==> config.mk <==
export PLATFORM = sky130hd
export DESIGN_NAME = millis_stopwatch_flat
export DESIGN_NICKNAME = d
export VERILOG_FILES = /design/src/rtl/millis_stopwatch_pkg.sv /design/src/rtl/millis_stopwatch_if.sv /design/src/rtl/millis_stopwatch_tick_gen.sv /design/src/rtl/millis_stopwatch.sv /design/src/flat_wrapper.sv
export SDC_FILE = /design/constraint.sdc
export NUM_CORES = 1
export LEC_CHECK = 0
export CAP_MARGIN = 5
export CORE_MARGIN = 2
export CORE_UTILIZATION = 45
export DETAILED_ROUTE_END_ITERATION = 12
export HOLD_SLACK_MARGIN = 0.15
export PLACE_DENSITY_LB_ADDON = 0.2
export SETUP_SLACK_MARGIN = 0.15
export SYNTH_ARGS = -nofsm -noshare
export SYNTH_HDL_FRONTEND = slang
export SYNTH_SLANG_ARGS = --single-unit
==> constraint.sdc <==
create_clock -name clk -period 1.8 [get_ports clk]
set_input_delay 0.36 -clock clk [delete_from_list [all_inputs] [get_ports clk]]
set_output_delay 0.36 -clock clk [all_outputs]
set_load 0.03 [all_outputs]
==> src/rtl/millis_stopwatch_pkg.sv <==
// ============================================================================
// Module  : millis_stopwatch_pkg
// Purpose : Shared peripheral constants for the millisecond stopwatch:
//           register addresses, CTRL bit positions, FSM state encoding and
//           a CTRL-write decoder.
// Ports   : none (package)
// Revision: 1.0 - initial release
// ============================================================================
`default_nettype none

package millis_stopwatch_pkg;

  // Register map
  localparam logic [1:0] STOPWATCH_CTRL = 2'd0;
  localparam logic [1:0] STOPWATCH_LO   = 2'd1;
  localparam logic [1:0] STOPWATCH_HI   = 2'd2;

  // CTRL write bit positions
  localparam int CTRL_START   = 0;
  localparam int CTRL_STOP    = 1;
  localparam int CTRL_CLEAR   = 2;
  localparam int CTRL_OVF_CLR = 3;

  // FSM state encoding
  localparam logic [0:0] STOPPED = 1'b0;
  localparam logic [0:0] RUNNING = 1'b1;

  typedef struct packed {
    logic ovf_clr;
    logic clear;
    logic stop;
    logic start;
  } ctrl_cmd_t;

  // Only the low nibble of a CTRL write carries commands.
  function automatic ctrl_cmd_t decode_ctrl(input logic [3:0] wdata);
    ctrl_cmd_t cmd;
    cmd.start   = wdata[CTRL_START];
    cmd.stop    = wdata[CTRL_STOP];
    cmd.clear   = wdata[CTRL_CLEAR];
    cmd.ovf_clr = wdata[CTRL_OVF_CLR];
    return cmd;
  endfunction

endpackage

`default_nettype wire

==> src/rtl/millis_stopwatch_if.sv <==
// ============================================================================
// Module  : millis_stopwatch_if
// Purpose : 8-bit peripheral bus bundle for the stopwatch.
// Ports   : addr     - register select (2 bits)
//           data_in  - write data (8 bits)
//           write_en - single-cycle write strobe
//           read_en  - single-cycle read strobe
//           data_out - combinational read data (8 bits)
// Revision: 1.0 - initial release
// ============================================================================
`default_nettype none

interface millis_stopwatch_if;
  logic [1:0] addr;
  logic [7:0] data_in;
  logic       write_en;
  logic       read_en;
  logic [7:0] data_out;

  modport master (output addr, data_in, write_en, read_en, input data_out);
  modport slave  (input addr, data_in, write_en, read_en, output data_out);
endinterface

`default_nettype wire

==> src/rtl/millis_stopwatch_tick_gen.sv <==
// ============================================================================
// Module  : ms_tick_gen
// Purpose : Held/reloadable millisecond prescaler. Counts down while enabled,
//           emits a one-cycle tick at zero and reloads PRESCALE-1. When not
//           enabled the count is held so partial milliseconds are kept.
// Ports   : clk    - system clock
//           reset  - asynchronous active-low reset
//           enable - count while high (stopwatch RUNNING)
//           reload - force the count back to PRESCALE-1
//           tick   - one-cycle millisecond tick
// Revision: 1.0 - initial release
// ============================================================================
`default_nettype none

module ms_tick_gen #(
  parameter logic [15:0] PRESCALE = 16'd50000
) (
  input  wire logic clk,
  input  wire logic reset,
  input  wire logic enable,
  input  wire logic reload,
  output logic      tick
);

  localparam logic [15:0] RELOAD_VAL = PRESCALE - 16'd1;

  logic [15:0] count_q;
  logic [15:0] count_d;

  // Tick is raised while the count sits at zero, so the first tick comes
  // PRESCALE cycles after enable rises from a freshly reloaded count.
  assign tick = enable && (count_q == 16'd0);

  always_comb begin
    count_d = count_q;
    if (reload || tick) begin
      count_d = RELOAD_VAL;
    end else if (enable) begin
      count_d = count_q - 16'd1;
    end
  end

  always_ff @(posedge clk or negedge reset) begin
    if (!reset) begin
      count_q <= RELOAD_VAL;
    end else begin
      count_q <= count_d;
    end
  end

endmodule

`default_nettype wire

==> src/rtl/millis_stopwatch.sv <==
// ============================================================================
// Module  : millis_stopwatch
// Purpose : Elapsed-time peripheral counting whole milliseconds under
//           START/STOP/CLEAR software control, with a coherent LO/HI
//           snapshot read and a sticky overflow flag.
// Ports   : clk      - system clock
//           reset    - asynchronous active-low reset
//           bus      - peripheral bus (slave modport)
//           running  - high while in RUNNING
//           overflow - sticky 0xFFFF->0x0000 wrap flag
// Revision: 1.0 - initial release
// ============================================================================
`default_nettype none

module millis_stopwatch
  import millis_stopwatch_pkg::*;
#(
  parameter logic [15:0] PRESCALE = 16'd50000
) (
  input  wire logic          clk,
  input  wire logic          reset,
  millis_stopwatch_if.slave  bus,
  output logic               running,
  output logic               overflow
);

  logic [0:0]  state_q,    state_d;
  logic [15:0] elapsed_q,  elapsed_d;
  logic [7:0]  snap_hi_q,  snap_hi_d;
  logic        overflow_q, overflow_d;

  ctrl_cmd_t cmd;
  logic      ctrl_wr;
  logic      lo_rd;
  logic      tick;
  logic      wrap;
  logic      data_in_unused;

  assign ctrl_wr        = bus.write_en && (bus.addr == STOPWATCH_CTRL);
  assign lo_rd          = bus.read_en  && (bus.addr == STOPWATCH_LO);
  assign data_in_unused = ^bus.data_in[7:4];

  always_comb begin
    cmd = '0;
    if (ctrl_wr) begin
      cmd = decode_ctrl(bus.data_in[3:0]);
    end
  end

  ms_tick_gen #(.PRESCALE(PRESCALE)) u_tick_gen (
    .clk    (clk),
    .reset  (reset),
    .enable (state_q == RUNNING),
    .reload (cmd.clear),
    .tick   (tick)
  );

  // A wrap discarded by a simultaneous CLEAR must not raise the flag.
  assign wrap = tick && (elapsed_q == 16'hFFFF) && !cmd.clear;

  always_comb begin
    state_d = state_q;
    if (cmd.stop) begin
      state_d = STOPPED;
    end else if (cmd.start) begin
      state_d = RUNNING;
    end

    elapsed_d = elapsed_q;
    if (cmd.clear) begin
      elapsed_d = 16'd0;
    end else if (tick) begin
      elapsed_d = elapsed_q + 16'd1;
    end

    overflow_d = overflow_q;
    if (wrap) begin
      overflow_d = 1'b1;
    end else if (cmd.ovf_clr) begin
      overflow_d = 1'b0;
    end

    // Snapshot uses the pre-tick value so a LO/HI read pair stays coherent.
    snap_hi_d = snap_hi_q;
    if (lo_rd) begin
      snap_hi_d = elapsed_q[15:8];
    end
  end

  always_ff @(posedge clk or negedge reset) begin
    if (!reset) begin
      state_q    <= STOPPED;
      elapsed_q  <= 16'd0;
      snap_hi_q  <= 8'd0;
      overflow_q <= 1'b0;
    end else begin
      state_q    <= state_d;
      elapsed_q  <= elapsed_d;
      snap_hi_q  <= snap_hi_d;
      overflow_q <= overflow_d;
    end
  end

  assign running  = (state_q == RUNNING);
  assign overflow = overflow_q;

  always_comb begin
    bus.data_out = 8'h00;
    case (bus.addr)
      STOPWATCH_CTRL: bus.data_out = {6'b0, overflow_q, running};
      STOPWATCH_LO:   bus.data_out = elapsed_q[7:0];
      STOPWATCH_HI:   bus.data_out = snap_hi_q;
      default:        bus.data_out = 8'h00;
    endcase
  end

endmodule

`default_nettype wire

==> src/flat_wrapper.sv <==
// flat-port wrapper written by rule: the top's interface ports become plain ports
module millis_stopwatch_flat import millis_stopwatch_pkg::*;
#(
  parameter logic [15:0] PRESCALE = 16'd50000
)
  (clk, reset, running, overflow, bus_addr, bus_data_in, bus_write_en, bus_read_en, bus_data_out);
  millis_stopwatch_if bus_i ();
  input  wire logic clk;
  input  wire logic reset;
  output logic running;
  output logic overflow;
  input wire logic [$bits(bus_i.addr)-1:0] bus_addr;
  input wire logic [$bits(bus_i.data_in)-1:0] bus_data_in;
  input wire logic [$bits(bus_i.write_en)-1:0] bus_write_en;
  input wire logic [$bits(bus_i.read_en)-1:0] bus_read_en;
  output wire logic [$bits(bus_i.data_out)-1:0] bus_data_out;
  assign bus_i.addr = bus_addr;
  assign bus_i.data_in = bus_data_in;
  assign bus_i.write_en = bus_write_en;
  assign bus_i.read_en = bus_read_en;
  assign bus_data_out = bus_i.data_out;
  millis_stopwatch #(.PRESCALE(PRESCALE)) u_core (.clk(clk), .reset(reset), .bus(bus_i), .running(running), .overflow(overflow));
endmodule
* After elaboration in Yosys (flattened, before gate mapping)
Cells that the tools add are included.
** Operators by class
- $add $sub $neg :: 2
- Equal/unequal tests :: 3
- Multiplexer cells :: 10
- Reductions and logical operators :: 13
** Operator list (count)
- two-way mux 16 bit :: 4
- one-hot mux 8 bit (3 select lines) :: 1
- adder 16 x 1 -> 16 bit, second input constant :: 1
- equality test 16 bit, second input constant :: 1
- logical NOT 16 bit :: 1
- subtractor 16 x 1 -> 16 bit, second input constant :: 1
- nonzero test 2 bit :: 4
- logical AND 1 bit :: 5
- two-way mux 1 bit :: 4
- two-way mux 4 bit :: 1
- equality test 2 x 1 -> 1 bit, second input constant :: 1
- equality test 2 bit, second input constant :: 1
- logical NOT 2 bit :: 1
- logical NOT 1 bit :: 1
- logical OR 1 bit :: 1
** Storage, ports and cells
- Bits in registers :: 42
- Output and inout port bits :: 10

* Depth between registers and ports, before layout
- Word-level depth :: 6
- Mapped depth :: 7
- Gate-level depth less buffers :: 6

* By module
From an unflattened synthesis, not the netlist that was laid out.
** Unflattened totals
- Cell total of the unflattened synthesis :: 218
- Area, all modules :: 2264.7 um^2
** Modules (own cells, without submodules)
- millis_stopwatch :: times used 1, cells an instance 126, area an instance 1330.0 um^2
- ms_tick_gen :: times used 1, cells an instance 92, area an instance 934.6 um^2

* Least setup slack after synthesis
No wires, ideal clock.
- Path type :: register to register
- Start point :: register u_core.state_q, in the netlist u_core.running
- End point :: register u_core.elapsed_q[7]
- Setup time :: 0.078 ns
- Arrival time :: 1.967 ns
- Data required time :: 1.722 ns
- Path slack :: -0.245 ns
- Cell stages (with the launch flop) :: 7
- Path buffers :: 2
- Cells stage by stage :: dfrtp_1 > buf_2 > nor4b_4 > nand4_2 > buf_6 > or4_1 > a21oi_1
** Between the ends
- Cells in the longest elaborated chain, start to end :: 2
** RTL lines
- from (decl) :: line millis_stopwatch.sv:27 : logic [0:0] state_q, state_d;
- from (signal assigned) :: line millis_stopwatch.sv:97 : state_q <= state_d;
- logical AND 1 bit :: line millis_stopwatch_tick_gen.sv:32 : assign tick = enable && (count_q == 16'd0);
- nonzero test 2 bit (no source line)
- to (signal assigned) :: line millis_stopwatch.sv:98 : elapsed_q <= elapsed_d;
- to (decl) :: line millis_stopwatch.sv:28 : logic [15:0] elapsed_q, elapsed_d;
No other way between the ends.
A chain may end at the register's enable or synchronous reset.

* Worst setup path in the final report
- Start point :: register u_core.u_tick_gen.count_q[8]
- End point :: register u_core.elapsed_q[15]
** Between the ends
- Cells in the longest elaborated chain, start to end :: 3
** RTL lines
- from (decl) :: line millis_stopwatch_tick_gen.sv:27 : logic [15:0] count_q;
- from (signal assigned) :: line millis_stopwatch_tick_gen.sv:47 : count_q <= count_d;
- logical NOT 16 bit :: line millis_stopwatch_tick_gen.sv:32
- logical AND 1 bit :: line millis_stopwatch_tick_gen.sv:32
- nonzero test 2 bit (no source line)
No other way between the ends.

==> results.md <==
* Sequential element share of the synthesized area at 47.2%
* I/O pin count at 24
* Mean post-synth cell area at 10.3 um2
* Num rows at 25
* Worst skew pair latency at 0.31 ns
* #FFs+latches synth at 42
* Setup violations, final at 2
* Synth Net Count at 235
* Reg-to-reg endpoint: u_core.elapsed_q[15]
* Fraction of registers with async set/reset at between 90% and 100%
* Worst-path cell chain: nor4_4, buf_4, nand4_2, buf_6, or4_1, a21oi_1
* Clock Skews at 0.0113 ns
* Fin crit share at 101%
* # H-tree levels at 2
* Drt pass-1 iters at 4
* Pin count of the biggest net entering global routing at 21
* Crit Path Category: flop to flop
* Initial antenna violation count at 0
* Crit path max fanout at 12
* Tightest Hold Check Type: input port to asynchronous set/reset pin
* Reg2Reg Setup Slack at -0.02 ns
* Residual DRC at 0
* WL/cell at 16.1 um
* Vias in the first global route at between 2000 and 2500
* Mapped Area at about 0.0022 mm2
* CP Data Required Time at slightly above 2 ns
* Post-synth top cells: dfrtp_1, nand2_1, a21oi_1
* Nets at 320
* Max_cap viols at 0
* CP top delay family: simple AND/OR/NAND/NOR gates
* Die Ht at 74.7 um
* Routability cong. at 0.835
* Relative slew slack at 65.0%
* Routed vias at 2066
* Share of layout cells above drive strength 1 at 47.7%
* Buffers on Ports at 19
* Die width at 74.7 um
* Worst setup SP type: flop
* Worst Reg-to-Reg Cells at 6
* First-pass GRT wire length at 9490 um
* Main synth FF type: dfrtp_1
* Tmin final at approximately 1.8 ns
* Hpwl dp at about 4000 um
* Synth area leaders: dfrtp_1, dfstp_2, o31ai_1
* Final Max Tran Viols at 0
* 1st-iter DRT viols at 123
* Routed Antenna Nets at 0
* Die area at 0.00558 mm2
* RSZ-0062 raised after global routing: yes
* Status: complete, but fails checks
* Starting Density at 47.0%
* Dpl cells at between 300 and 400
* Final worst slack at -0.0162 ns
* Mapped Cells at around 220
* Antenna diodes at 0
* Setup TNS at -0.0189 ns
* Endpoints failing hold at 0
* Crit path capture type: flop
* Failing checks: setup timing
* Final WL at around 6000 um
* Max Clk Rate at 0.551 GHz
* Most frequent cell after synthesis: dfrtp_1
* Yosys top cell by area: dfrtp_1
* Worst reg2reg startpoint: u_core.u_tick_gen.count_q[8]
* Post-synth EDFFs at 0
* TritonCTS clock tree: built
* CTS sink cnt at 42
* Number of buffers created by CTS at 5
* Slowest-stage cell, CP: or4_1
* Peak VDD IR at 0.410 mV
* CP Buf/Inv Count at 2
* Synth top area share at between 30% and 40%
* P&R area growth vs syn at 50.8%
* Syn. warnings at 0
* Core Area at 0.00479 mm2
* Post-route insts no fill at 371
* Worst Path Arrival at 2.04 ns
* Total global routing track utilization at 22.8%
* Clk slew on worst S/H paths at roughly 0.080 ns
* Grt ovf at 0
* Drt via density at between 5 and 6
* Clock root cell: clkbuf_8
* Slew @ Worst Pin at 0.523 ns
* Critical path origin: u_core.u_tick_gen.count_q[8]
* CP max stage delay at 0.50 ns
* Distinct cells, synth at 38
* Power per cell area at about 790 mW/mm2
* Deepest clock path buffer count at 2
* Leak at 1.43 nW
[power by group]
| group | leakage, nW | internal [W] | switching, W | total (W) |
|---|---|---|---|---|
| sequential | 0.548 | 0.00108 | 0.0000832 | 0.00117 |
| clock | 0.0585 | 0.000452 | 0.000331 | 0.000784 |
| combinational | 0.826 | 0.000378 | 0.000359 | 0.000738 |
| total | 1.43 | 0.00191 | 0.000774 | 0.00269 |
[logic make-up after synthesis]
family                   after synthesis  synth area share [%]
AND/OR/NAND/NOR                       93                  25.3
flip-flops                            42                  47.2
AO/OA/AOI/OAI                         41                  11.9
XOR/XNOR                              14                  5.45
buffers and inverters                 14                  3.06
multiplexers                          11                  5.34
adder cells (fa/ha/maj)                3                  1.67
[final cells by class]
class,count,area [um2]
clock buffer,7,86.3
fill,361,1400
multi-input combinational,163,1340
clock inverter,1,30.0
sequential,42,1060
timing repair buffer,87,776
inverter,4,15.0
tap,67,83.8
[per-layer routing]
metal	GRT usage, %	wire length (um)	part of all wire, %	vias to the layer above
li1	-	-	-	986
met1	31.2	2570	43	1010
met2	35.5	2980	50	58
met3	6.02	277	4.7	12
met4	7.74	135	2.3	0
met5	0	0	0	-
[sequential cells by signal, indices dropped and copies added (netlist names)]
signal and flops:
u_core.elapsed_q 16, u_core.overflow 1, u_core.running 1, u_core.snap_hi_q 8, u_core.u_tick_gen.count_q 16
[worst max-delay path by stage]
stage / cells past startpoint / slack, ns / end
after floorplan: 6 / -0.08 / u_core.elapsed_q[7]
after global placement: 5 / -0.20 / bus_data_out[7]
after detailed placement: 5 / -0.21 / bus_data_out[3]
after CTS: 7 / 0.006 / u_core.elapsed_q[15]
after global routing: 5 / -0.1 / u_core.elapsed_q[2]
final: 6 / -0.02 / u_core.elapsed_q[15]
[what timing repair did]
action | in CTS | in global routing
endpoints found under the setup margin | 28 | 41
endpoints found under the hold margin | 33 | 0
buffers inserted | 10 | 3
gates cloned | 2 | 1
hold buffers | 1 | 0
resized for setup | 28 | 53
pin swaps | 16 | 16
[worst register-to-register path: cells and delay by family (launching register included)]
| family | cells | cell delay [ns] |
|---|---|---|
| flops | 1 | 0.40 |
| buf+inv | 2 | 0.35 |
| compound gates | 1 | 0.13 |
| simple gates | 3 | 0.86 |
[cells in the final DEF (no fill, tap or decap), drive strengths merged, types with 2 or more instances in the layout]
| cell type | netlist | final |
|---|---|---|
| a21oi | 15 | 15 |
| a22o | 6 | 6 |
| and2 | 2 | 2 |
| and4 | 2 | 2 |
| buf | 3 | 76 |
| clkbuf | 7 | 7 |
| clkdlybuf4s15 | 0 | 2 |
| clkdlybuf4s50 | 0 | 6 |
| dfrtp | 33 | 33 |
| dfstp | 9 | 9 |
| dlygate4sd2 | 0 | 2 |
| ha | 3 | 3 |
| inv | 4 | 4 |
| mux2 | 8 | 8 |
| mux2i | 3 | 3 |
| nand2 | 23 | 23 |
| nand3 | 11 | 11 |
| nand3b | 2 | 2 |
| nand4 | 8 | 9 |
| nor2 | 12 | 12 |
| nor2b | 3 | 3 |
| nor3b | 2 | 2 |
| nor4 | 5 | 5 |
| nor4b | 4 | 4 |
| o21ai | 5 | 5 |
| o31ai | 13 | 13 |
| or3 | 3 | 3 |
| or4 | 12 | 12 |
| xnor2 | 3 | 3 |
| xor2 | 11 | 11 |
[per-stage QoR]
step / util (%) / setup WS [ns] / cell area (um2) / power, W / hold WS [ns]
6_report: 70.8 / -0.0162 / 3390 / 0.00269 / 0.387
5_1_grt: 70.8 / -0.0976 / 3390 / 0.00283 / 0.405
4_1_cts: 66.3 / 0.00562 / 3170 / 0.00263 / 0.385
3_5_place_dp: 59.7 / -0.211 / 2860 / 0.00179 / 0.166
3_3_place_gp: 59.7 / -0.196 / 2860 / 0.00178 / 0.161
2_1_floorplan: - / -0.0814 / 2260 / 0.00149 / 0.0644
Note: power is estimated with default switching activity, not from simulation.
